`config.mk`:
```
export PLATFORM = sky130hd
export DESIGN_NAME = rsa_arbiter
export DESIGN_NICKNAME = d
export VERILOG_FILES = /design/src/rtl/rsa_arbiter.sv
export SDC_FILE = /design/constraint.sdc
export NUM_CORES = 1
export LEC_CHECK = 0
export CORE_AREA = 2 2 217 219
export CTS_CLUSTER_SIZE = 20
export DETAILED_ROUTE_END_ITERATION = 8
export DIE_AREA = 0 0 219 221
export PLACE_DENSITY = 0.61
export SKIP_LAST_GASP = 1
export SLEW_MARGIN = 20
export SYNTH_ARGS = -nofsm -noshare
export SYNTH_HDL_FRONTEND = slang
export SYNTH_SLANG_ARGS = --single-unit
```
`constraint.sdc`:
```
create_clock -name clk -period 6.8 [get_ports clk]
set_input_delay 1.7 -clock clk [delete_from_list [all_inputs] [get_ports clk]]
set_output_delay 1.7 -clock clk [all_outputs]
set_load 0.005 [all_outputs]
```
`src/rtl/rsa_arbiter.sv`:
```
// Round-robin arbiter/sequencer sharing one RSA modexp core among NREQ requesters.
// Rejects modulus-0 requests without touching the core; a watchdog timeout latches a sticky fault.
module rsa_arbiter #(
    parameter int NREQ    = 4,
    parameter int WIDTH   = 32,
    parameter int TIMEOUT = 4096
) (
    input  logic                  clk,
    input  logic                  rstn,
    input  logic [NREQ-1:0]       req,
    input  logic [NREQ*WIDTH-1:0] base_in,
    input  logic [NREQ*WIDTH-1:0] exp_in,
    input  logic [NREQ*WIDTH-1:0] mod_in,
    output logic [NREQ-1:0]       ack,
    output logic [NREQ-1:0]       rsp_valid,
    output logic [WIDTH-1:0]      rsp_data,
    output logic                  rsp_err,
    output logic                  busy,
    output logic                  fault,
    output logic                  core_start,
    output logic [WIDTH-1:0]      core_base,
    output logic [WIDTH-1:0]      core_exp,
    output logic [WIDTH-1:0]      core_mod,
    input  logic                  core_end,
    input  logic [WIDTH-1:0]      core_out,
    output logic [2:0]            dbg_state_o
);

    localparam int IW  = $clog2(NREQ);
    localparam int IW1 = IW + 1;
    localparam int CW  = $clog2(TIMEOUT) + 1;

    typedef enum logic [2:0] {
        S_IDLE  = 3'd0,
        S_START = 3'd1,
        S_WAIT  = 3'd2,
        S_RESP  = 3'd3,
        S_FAULT = 3'd4
    } state_e;

    state_e            state_q;
    logic [IW-1:0]     ptr_q;
    logic [IW-1:0]     gnt_q;
    logic [CW-1:0]     cnt_q;
    logic [NREQ-1:0]   ack_q;
    logic [NREQ-1:0]   rsp_valid_q;
    logic [WIDTH-1:0]  rsp_data_q;
    logic              rsp_err_q;
    logic              busy_q;
    logic              fault_q;
    logic              core_start_q;
    logic [WIDTH-1:0]  core_base_q;
    logic [WIDTH-1:0]  core_exp_q;
    logic [WIDTH-1:0]  core_mod_q;

    logic              gnt_found_d;
    logic [IW-1:0]     gnt_idx_d;
    logic [NREQ-1:0]   gnt_oh_d;
    logic [NREQ-1:0]   gnt_q_oh;
    logic [IW1-1:0]    sum;
    logic [WIDTH-1:0]  sel_base;
    logic [WIDTH-1:0]  sel_exp;
    logic [WIDTH-1:0]  sel_mod;

    // Search from farthest to nearest after ptr, so the nearest pending requester wins.
    always_comb begin
        gnt_found_d = 1'b0;
        gnt_idx_d   = '0;
        sum         = '0;
        for (int k = NREQ; k >= 1; k--) begin
            sum = {1'b0, ptr_q} + IW1'(k);
            if (sum >= IW1'(NREQ)) sum = sum - IW1'(NREQ);
            if (req[sum[IW-1:0]]) begin
                gnt_found_d = 1'b1;
                gnt_idx_d   = sum[IW-1:0];
            end
        end
    end

    always_comb begin
        sel_base = '0;
        sel_exp  = '0;
        sel_mod  = '0;
        for (int i = 0; i < NREQ; i++) begin
            if (gnt_idx_d == IW'(i)) begin
                sel_base = base_in[i*WIDTH +: WIDTH];
                sel_exp  = exp_in[i*WIDTH +: WIDTH];
                sel_mod  = mod_in[i*WIDTH +: WIDTH];
            end
        end
    end

    assign gnt_oh_d = NREQ'(1) << gnt_idx_d;
    assign gnt_q_oh = NREQ'(1) << gnt_q;

    // Handshake: a requester holds req with stable operands until its one-cycle ack;
    // its result arrives later as a one-cycle rsp_valid bit, qualified by rsp_err.
    always_ff @(posedge clk or negedge rstn) begin
        if (!rstn) begin
            state_q      <= S_IDLE;
            ptr_q        <= IW'(NREQ - 1);
            gnt_q        <= '0;
            cnt_q        <= '0;
            ack_q        <= '0;
            rsp_valid_q  <= '0;
            rsp_data_q   <= '0;
            rsp_err_q    <= 1'b0;
            busy_q       <= 1'b0;
            fault_q      <= 1'b0;
            core_start_q <= 1'b0;
            core_base_q  <= '0;
            core_exp_q   <= '0;
            core_mod_q   <= '0;
        end else begin
            case (state_q)
                S_IDLE: begin
                    if (gnt_found_d) begin
                        ack_q  <= gnt_oh_d;
                        gnt_q  <= gnt_idx_d;
                        busy_q <= 1'b1;
                        if (sel_mod != '0) begin
                            core_base_q  <= sel_base;
                            core_exp_q   <= sel_exp;
                            core_mod_q   <= sel_mod;
                            core_start_q <= 1'b1;
                            state_q      <= S_START;
                        end else begin
                            rsp_err_q   <= 1'b1;
                            rsp_data_q  <= '0;
                            rsp_valid_q <= gnt_oh_d;
                            ptr_q       <= gnt_idx_d;
                            state_q     <= S_RESP;
                        end
                    end
                end
                S_START: begin
                    core_start_q <= 1'b0;
                    ack_q        <= '0;
                    cnt_q        <= '0;
                    state_q      <= S_WAIT;
                end
                S_WAIT: begin
                    cnt_q <= cnt_q + CW'(1);
                    // A completion arriving on the last allowed cycle still counts as success.
                    if (core_end) begin
                        rsp_data_q  <= core_out;
                        rsp_err_q   <= 1'b0;
                        rsp_valid_q <= gnt_q_oh;
                        ptr_q       <= gnt_q;
                        state_q     <= S_RESP;
                    end else if (cnt_q == CW'(TIMEOUT - 1)) begin
                        rsp_err_q   <= 1'b1;
                        rsp_data_q  <= '0;
                        rsp_valid_q <= gnt_q_oh;
                        fault_q     <= 1'b1;
                        state_q     <= S_FAULT;
                    end
                end
                S_RESP: begin
                    rsp_valid_q <= '0;
                    ack_q       <= '0;
                    busy_q      <= 1'b0;
                    state_q     <= S_IDLE;
                end
                S_FAULT: begin
                    rsp_valid_q <= '0;
                end
                default: state_q <= S_IDLE;
            endcase
        end
    end

    assign ack         = ack_q;
    assign rsp_valid   = rsp_valid_q;
    assign rsp_data    = rsp_data_q;
    assign rsp_err     = rsp_err_q;
    assign busy        = busy_q;
    assign fault       = fault_q;
    assign core_start  = core_start_q;
    assign core_base   = core_base_q;
    assign core_exp    = core_exp_q;
    assign core_mod    = core_mod_q;
    assign dbg_state_o = state_q;

endmodule

```
* After elaboration in Yosys (flattened, before gate mapping)
Cells that the tools add are included.
Word-level totals: output and inout port bits 143, input bits 423, register bits 160
Operators by class: order comparisons 8, add/subtract/negate cells 9, bitwise gates (word level) 2, mux-type cells 64, reduce and logical (&&, ||, !) cells 21, eq/ne operators 13, shift-type cells 2
Operators with widths (number):
- 2-to-1 mux 32 bit | 16
- one-hot mux 32 bit (2 select lines) | 1
- nonzero test 32 bit | 1
- one-hot mux 13 bit (2 select lines) | 1
- 2-to-1 mux 2 bit | 12
- 2-to-1 mux 4 bit | 5
- 2-to-1 mux 1 bit | 15
- adder 13 x 1 -> 13 bit (second input constant) | 1
- == test 13 x 12 -> 1 bit (second input constant) | 1
- greater-or-equal comparator 3 bit (second input constant) | 4
- less-than comparator 2 x 3 -> 1 bit (second input constant) | 4
- one-hot mux 3 bit (4 select lines) | 1
- one-hot mux 4 bit (3 select lines) | 1
- AND reduction 3 bit | 4
- AND reduction 4 bit | 3
- nonzero test 2 bit | 5
- 2-to-1 mux 3 bit | 3
- binary-select mux 1 bit (select 2 bit) | 4
- != test 2 bit (second input constant) | 4
- one-hot mux 4 bit (2 select lines) | 1
- left shift 1 x 2 -> 4 bit (first input constant) | 2
- subtractor 2 x 1 -> 2 bit (second input constant) | 4
- adder 2 x 2 -> 3 bit (second input constant) | 2
- == test 3 x 2 -> 1 bit (second input constant) | 2
- 15 further kinds | 22

* Longest topological paths before layout
Gate-level depths: netlist (run 1).
word-level depth 18, depth in mapped cells 16

* Worst setup path after synthesis (run 1)
No wires, ideal clock.
path kind input -> register, start input port req[2], end register core_exp_q[10] (netlist: core_exp[10]), arrival 4276 ps, slack 2398 ps, stages on the path 14, library setup time 125 ps, buffers on the path 5, data required time 6675 ps, cells stage by stage nand2b_1 -> a21boi_1 -> o21ai_2 -> buf_2 -> o211ai_1 -> a22oi_1 -> nand4_1 -> or4_1 -> buf_2 -> and2_1 -> buf_2 -> buf_6 -> buf_6 -> mux2_4
Between the ends: cells in the longest elaborated chain, start to end 13
RTL lines:
- start: declaration | RTL line 10 | input logic [NREQ-1:0] req,
- binary-select mux 1 bit (select 2 bit) | RTL line 73 | if (req[sum[IW-1:0]]) begin
- 2-to-1 mux 1 bit (not written as such) | RTL line 73
- 2-to-1 mux 2 bit (4 in a row) | RTL line 73
- logical NOT 2 bit | RTL line 85 | if (gnt_idx_d == IW'(i)) begin
- 2-to-1 mux 32 bit (4 in a row) | RTL line 85
- nonzero test 32 bit | RTL line 121 | if (sel_mod != '0) begin
- AND reduction 3 bit (no line)
- end signal: assignment | RTL line 123 | core_exp_q <= sel_exp;
- end: declaration | RTL line 53 | logic [WIDTH-1:0] core_exp_q;
Several ways; a longest one is shown, not always the timed one. The select of a mux whose other input is x is not followed. A chain may end at the register's enable or synchronous reset.

* Final worst setup path (run 1)
start input port req[3], end register core_exp_q[9] (netlist: core_exp[9])
Same word-level chain as after synthesis.

==> flow_summary.toml, run 1 <==
[synth]
syn_area_um2 = 9970
synth.most_common_cell = "nand2_1"
synthTopCellsByCount = "nand2_1, dfrtp_1, inv_1, and3_1, nand3b_1"
ys_types = 46
ys_async_sr_fraction_pct = 100
syn_nets = 1608
synth_area_leaders = "dfrtp_1, nand2_1, mux2_2"
synth_largest_area_cell = "dfrtp_1"
yosys_warnings = 0
synthesis.instances = 1184
yosysSeqAreaShare_pct = 40.2
synth_ff_type = "dfrtp_1"
avgSynthCellArea_um2 = 8.42
ys_ff_latch = 160
yosysTopAreaCellShare_pct = 39.6
synth_edf_count = 0

[floorplanning]
io_pins = 566
core_area_um2 = 46100
rows = 79
die_w_um = 219
die_area_um2 = 48400
fp.dieH_um = 221
start_util_pct = 21.7

[clock_network]
postCtsHoldBufs = 0
clockBufferDepth = 2
clk_pin_slew_ps = 70
cts_inserted_buffers = 17
cts_tree = "done"
insertion_delay_ps = 440
post_cts_resized = 0
htreeDepth = 4
clock_sinks = 160
post_cts_buffers = 0
root_buffer = "clkbuf_16"

[critical_path]
max_stage_delay_ps = 760
path_cells = "clkdlybuf4s50_1 > nand2b_1 > a21boi_1 > o21ai_4 > buf_4 > o211ai_1 > a22oi_1 > nand4_1 > or4_1 > and2_4 > buf_12 > mux2_4"
crit_arrival_ps = 5960
end_kind = "register"
worst-path-max-fanout = 50
crit_required_ps = 7130
crit_type = "input port to register"
crit_slowest_cell = "o21ai_4"
startpoint_type = "input port"

[timing]
rsz0062_at_grt = "no"
hold-worst-slack_ps = 482
tns_ps = 0
clock_skew_ps = 10.0
finalSetupViolCount = 0
timing.fmax_mhz = 178
maxSlewViolCount = 0
slew-limit-headroom_pct = 34.1
worst-slew-pin-transition_ps = 989
timing.final.crit_period_ps = 5630
report.final.hold_viol_count = 0
fin_crit_sh_pct = 82.8

[routing]
vias = 10681
ant_nets = 0
totalWireLength_um = 41900
avgViaCountPerCell = 4.63
wire_per_inst_um = 18.2
drc_errors = 0
drtPass1Iterations = 6
drt_iter0_drc = 599

[grt]
grt_max_degree = 110
grt_pass1_vias = 10865
antenna_found_initial = 2
overflow = 0
grt_use_total_pct = 16.7
grt_pass1_wl_um = 62400

[power_and_ir_drop]
vdd_drop_max_mv = 0.146
powerDensity_nw_per_um2 = 148
total_power_mw = 2.48
p_leak_nw = 7.37

[placed_design]
place.gp.congestion = 0.882
hpwl_um = 32200
io_buffers = 565

[final_layout]
post-route-util_pct = 36.3
nets = 2109
syn2layout_area_growth_pct = 67.6
drive_above_1_share_pct = 7.42
diodes = 0

[flow_run]
maxCapViolCount = 0

[worst_hold_path]
holdCritPathClass = "register to register"

[outcome]
status = "finished, final reports clean"
-- cells by family after synthesis --
| kind of cell | after synthesis | share of synthesized area (%) |
|---|---|---|
| mux | 106 | 11.8 |
| simple gates | 496 | 23.5 |
| buf+inv | 195 | 8.03 |
| compound gates | 226 | 16.3 |
| flops | 160 | 40.2 |
| fa+ha+maj | 1 | 0.125 |
-- routing by layer --
metal  vias to the layer above  share of wire (%)  global-route usage, %
met5                         -              0.060                      0
met1                      5069                 40                   19.6
met2                       446                 49                   29.1
met3                        61                8.0                   4.55
li1                       5101                  -                      -
met4                         4                3.1                   6.06
-- path summary, 6_finish.rpt --
kind	to	slack (ps)	cells past startpoint	start
max reg2reg	core_exp[9]	2360	11	ptr_q[1]
min reg2reg	cnt_q[11]	480	1	cnt_q[11]
min in group asynchronous	gnt_q[1]	1310	1	rstn
max in group asynchronous	core_base[8]	4230	2	rstn
max	core_exp[9]	1170	12	req[3]
min	cnt_q[11]	480	1	cnt_q[11]
-- layout make-up --
class,count,area [um2]
Inverter,100,375
Sequential cell,160,4010
Clock buffer,17,425
Multi-Input combinational cell,829,5220
Tap cell,607,759
Fill cell,4725,29300
Clock inverter,15,170
Timing Repair Buffer,577,5760
-- placed cells by master (no fill, tap or decap), types with 3 or more instances in the layout --
master	Yosys	layout
a21oi_1	7	7
a22o_1	33	33
a22oi_1	19	19
a31oi_1	65	64
and3_1	67	66
buf_4	5	11
clkbuf_16	0	17
clkdlybuf4s50_1	0	564
dfrtp_1	158	158
inv_1	100	100
inv_6	0	6
inv_8	0	3
mux2_2	61	61
mux2_4	8	8
mux2i_1	37	37
nand2_1	317	317
nand2b_1	5	4
nand3_1	10	10
nand3b_1	67	67
nand4_1	8	8
nor2_1	15	15
o211ai_1	64	64
o21ai_0	15	15
-- where the power goes --
part | switching (mW) | internal, mW
clock | 0.458 | 0.524
sequential | 0 | 0.951
combinational | 0.240 | 0.302
total | 0.698 | 1.78
-- critical path: cells and delay by family --
kind / cells / cell delay (ps)
muxes: 1 / 320
buffers and inverters: 3 / 1130
AOI/OAI and AO/OA: 4 / 1290
and+or+nand+nor: 4 / 1440
-- registers in the layout, indices dropped and copies added (netlist names), 3 cells and up --
signal	flops
rsp_data	32
cnt_q	13
core_mod	32
rsp_valid	4
dbg_state_o	3
core_exp	32
ack	4
core_base	32
-- stage by stage --
stage          area, um2  instances  setup WS, ps
2_1_floorplan       9970       1184          2400
3_3_place_gp       16100       2273           831
3_5_place_dp       16100       2273           697
4_1_cts            16700       2305          1180
5_1_grt            16700       2305           919
6_report           16700       2305          1170
Power figures use the tool's default switching activity.
==> run 2: changes to the inputs <==
clock period = 5.3 ns   (was 6.8 ns; I/O delays follow)
==> run 2 against run 1 <==
Global-route usage rose by 0.13 points. Power rose by 31%. Clock skew barely moved. Critical endpoint is now core_exp[14]. Non-clock buffer count rose by 6. Wire length rose by 0.84%. Clock power rose by 33%. Utilization rose by 0.22 points. Final area rose by 0.61%. First-iteration DRC count rose by 1.8%. Combinational power rose by 30%. Register-to-register slack got worse by 1000 ps.
==> flow_summary.toml, run 2 (synthesis results as in run 1) <==
[outcome]
status = "finished, final reports clean"

[timing]
timing.final.crit_period_ps = 4770
slew-limit-headroom_pct = 38.1
rsz0062_at_grt = "no"
report.final.hold_viol_count = 0
worst-slew-pin-transition_ps = 928
clock_skew_ps = 9.70
finalSetupViolCount = 0
worst_slack_ps = 529
maxSlewViolCount = 0
timing.fmax_mhz = 210
tns_ps = 0
fin_crit_sh_pct = 90.0

[placed_design]
io_buffers = 565
place.gp.congestion = 0.895
hpwl_um = 32800
pre_cts_ws_ps = 116

[routing]
totalWireLength_um = 42300
drc_errors = 0
drt_iter0_drc = 610
vias = 10753
wl_met2_um = 21100
wire_per_inst_um = 18.3
avgViaCountPerCell = 4.65
ant_nets = 0
drtPass1Iterations = 5
wl_met3_um = 3440
wl_met1_um = 16800
top_layer = "met5"

[critical_path]
max_stage_delay_ps = 750
crit_required_ps = 5620
crit_arrival_ps = 5100
path_cells = "clkdlybuf4s50_1 > nand2b_1 > a21boi_1 > o21a_4 > o211ai_1 > a22oi_1 > nand4_1 > or4_1 > and2_4 > buf_12 > mux2_2"
startpoint_type = "input port"
worst-path-max-fanout = 49
crit_type = "input port to register"
path_buf_inv = 2
crit_slowest_cell = "or4_1"
end_kind = "register"
cpLargestDelayFamily = "compound AO/OA/AOI/OAI gates"

[clock_network]
insertion_delay_ps = 450
post_cts_buffers = 0
cts_tree = "done"
clk_pin_slew_ps = 70
postCtsHoldBufs = 0
clock_sinks = 160
cts_inserted_buffers = 17
root_buffer = "clkbuf_16"
htreeDepth = 4
clockBufferDepth = 2
post_cts_resized = 0

[final_layout]
drive_above_1_share_pct = 7.69
final_common_cell = "clkdlybuf4s50_1"
syn2layout_area_growth_pct = 68.6
nets = 2115
diodes = 0
final_cell_mix = "clkdlybuf4s50_1, nand2_1, dfrtp_1"
nFillCells = 4738

[flow_run]
maxCapViolCount = 0

[grt]
antenna_found_initial = 3
grt_use_total_pct = 16.9
grt_pass1_vias = 10706
grt_pass1_wl_um = 62700
grt_max_degree = 100
overflow = 0

[floorplanning]
fp.dieH_um = 221
core_area_um2 = 46100
die_w_um = 219
die_area_um2 = 48400
rows = 79
start_util_pct = 21.7
io_pins = 566

[power_and_ir_drop]
p_leak_nw = 7.42
powerDensity_nw_per_um2 = 192
vdd_drop_max_mv = 0.197
total_power_mw = 3.24

[worst_hold_path]
holdCritPathClass = "register to register"
## run 2: worst reg2reg max path, cell delays in order, from the launching register on
cell and delay (ps):
dfstp_2 610, mux2i_1 200, o22a_1 240, o21a_4 520, o211ai_1 260, a22oi_1 280
nand4_1 130, or4_1 750, and2_4 290, buf_12 170, mux2_2 420
## run 2: final timing paths
path | startpoint | endpoint | slack, ps | cells past startpoint
min in group asynchronous | rstn | core_mod[0] | 830 | 1
worst min-delay path | cnt_q[11] | cnt_q[11] | 480 | 1
max in group asynchronous | rstn | core_base[15] | 3450 | 2
worst max register to register | ptr_q[1] | core_exp[14] | 1320 | 10
worst max-delay path | req[2] | core_exp[14] | 530 | 11
worst min register to register | cnt_q[11] | cnt_q[11] | 480 | 1
## run 2: metrics by stage
step,cell area [um2],util (%),std cells,hold slack [ps]
after floorplan,9970,-,1184,445
after global placement,16200,35.2,2279,465
after detailed placement,16200,35.2,2279,468
after CTS,16800,36.5,2311,482
after global routing,16800,36.5,2311,515
final,16800,36.5,2311,483
## run 2: area by class of cell
cell class              count  area [um2]  share of cell area, %
clock buffers              18         439                   2.61
clock inverters            14         180                   1.07
inverters                 100         375                   2.23
multi-input cells         829        5220                   31.0
flip-flops and latches    160        4010                   23.8
well taps                 607         759                   4.52
repair buffers            583        5840                   34.7
## run 2: report_power, final
group	leakage (nW)	switching (mW)	internal (mW)	total, mW
Combinational	5.10	0.314	0.392	0.705
Sequential	2.03	0	1.22	1.22
Clock	0.297	0.549	0.761	1.31
Total	7.42	0.863	2.37	3.24
## run 2: routing by layer
layer  vias to the layer above  track usage [%]
met5                         -                0
met4                         2             5.73
li1                       5127                -
met1                      5147             19.7
met3                        53             4.32
met2                       424             29.8
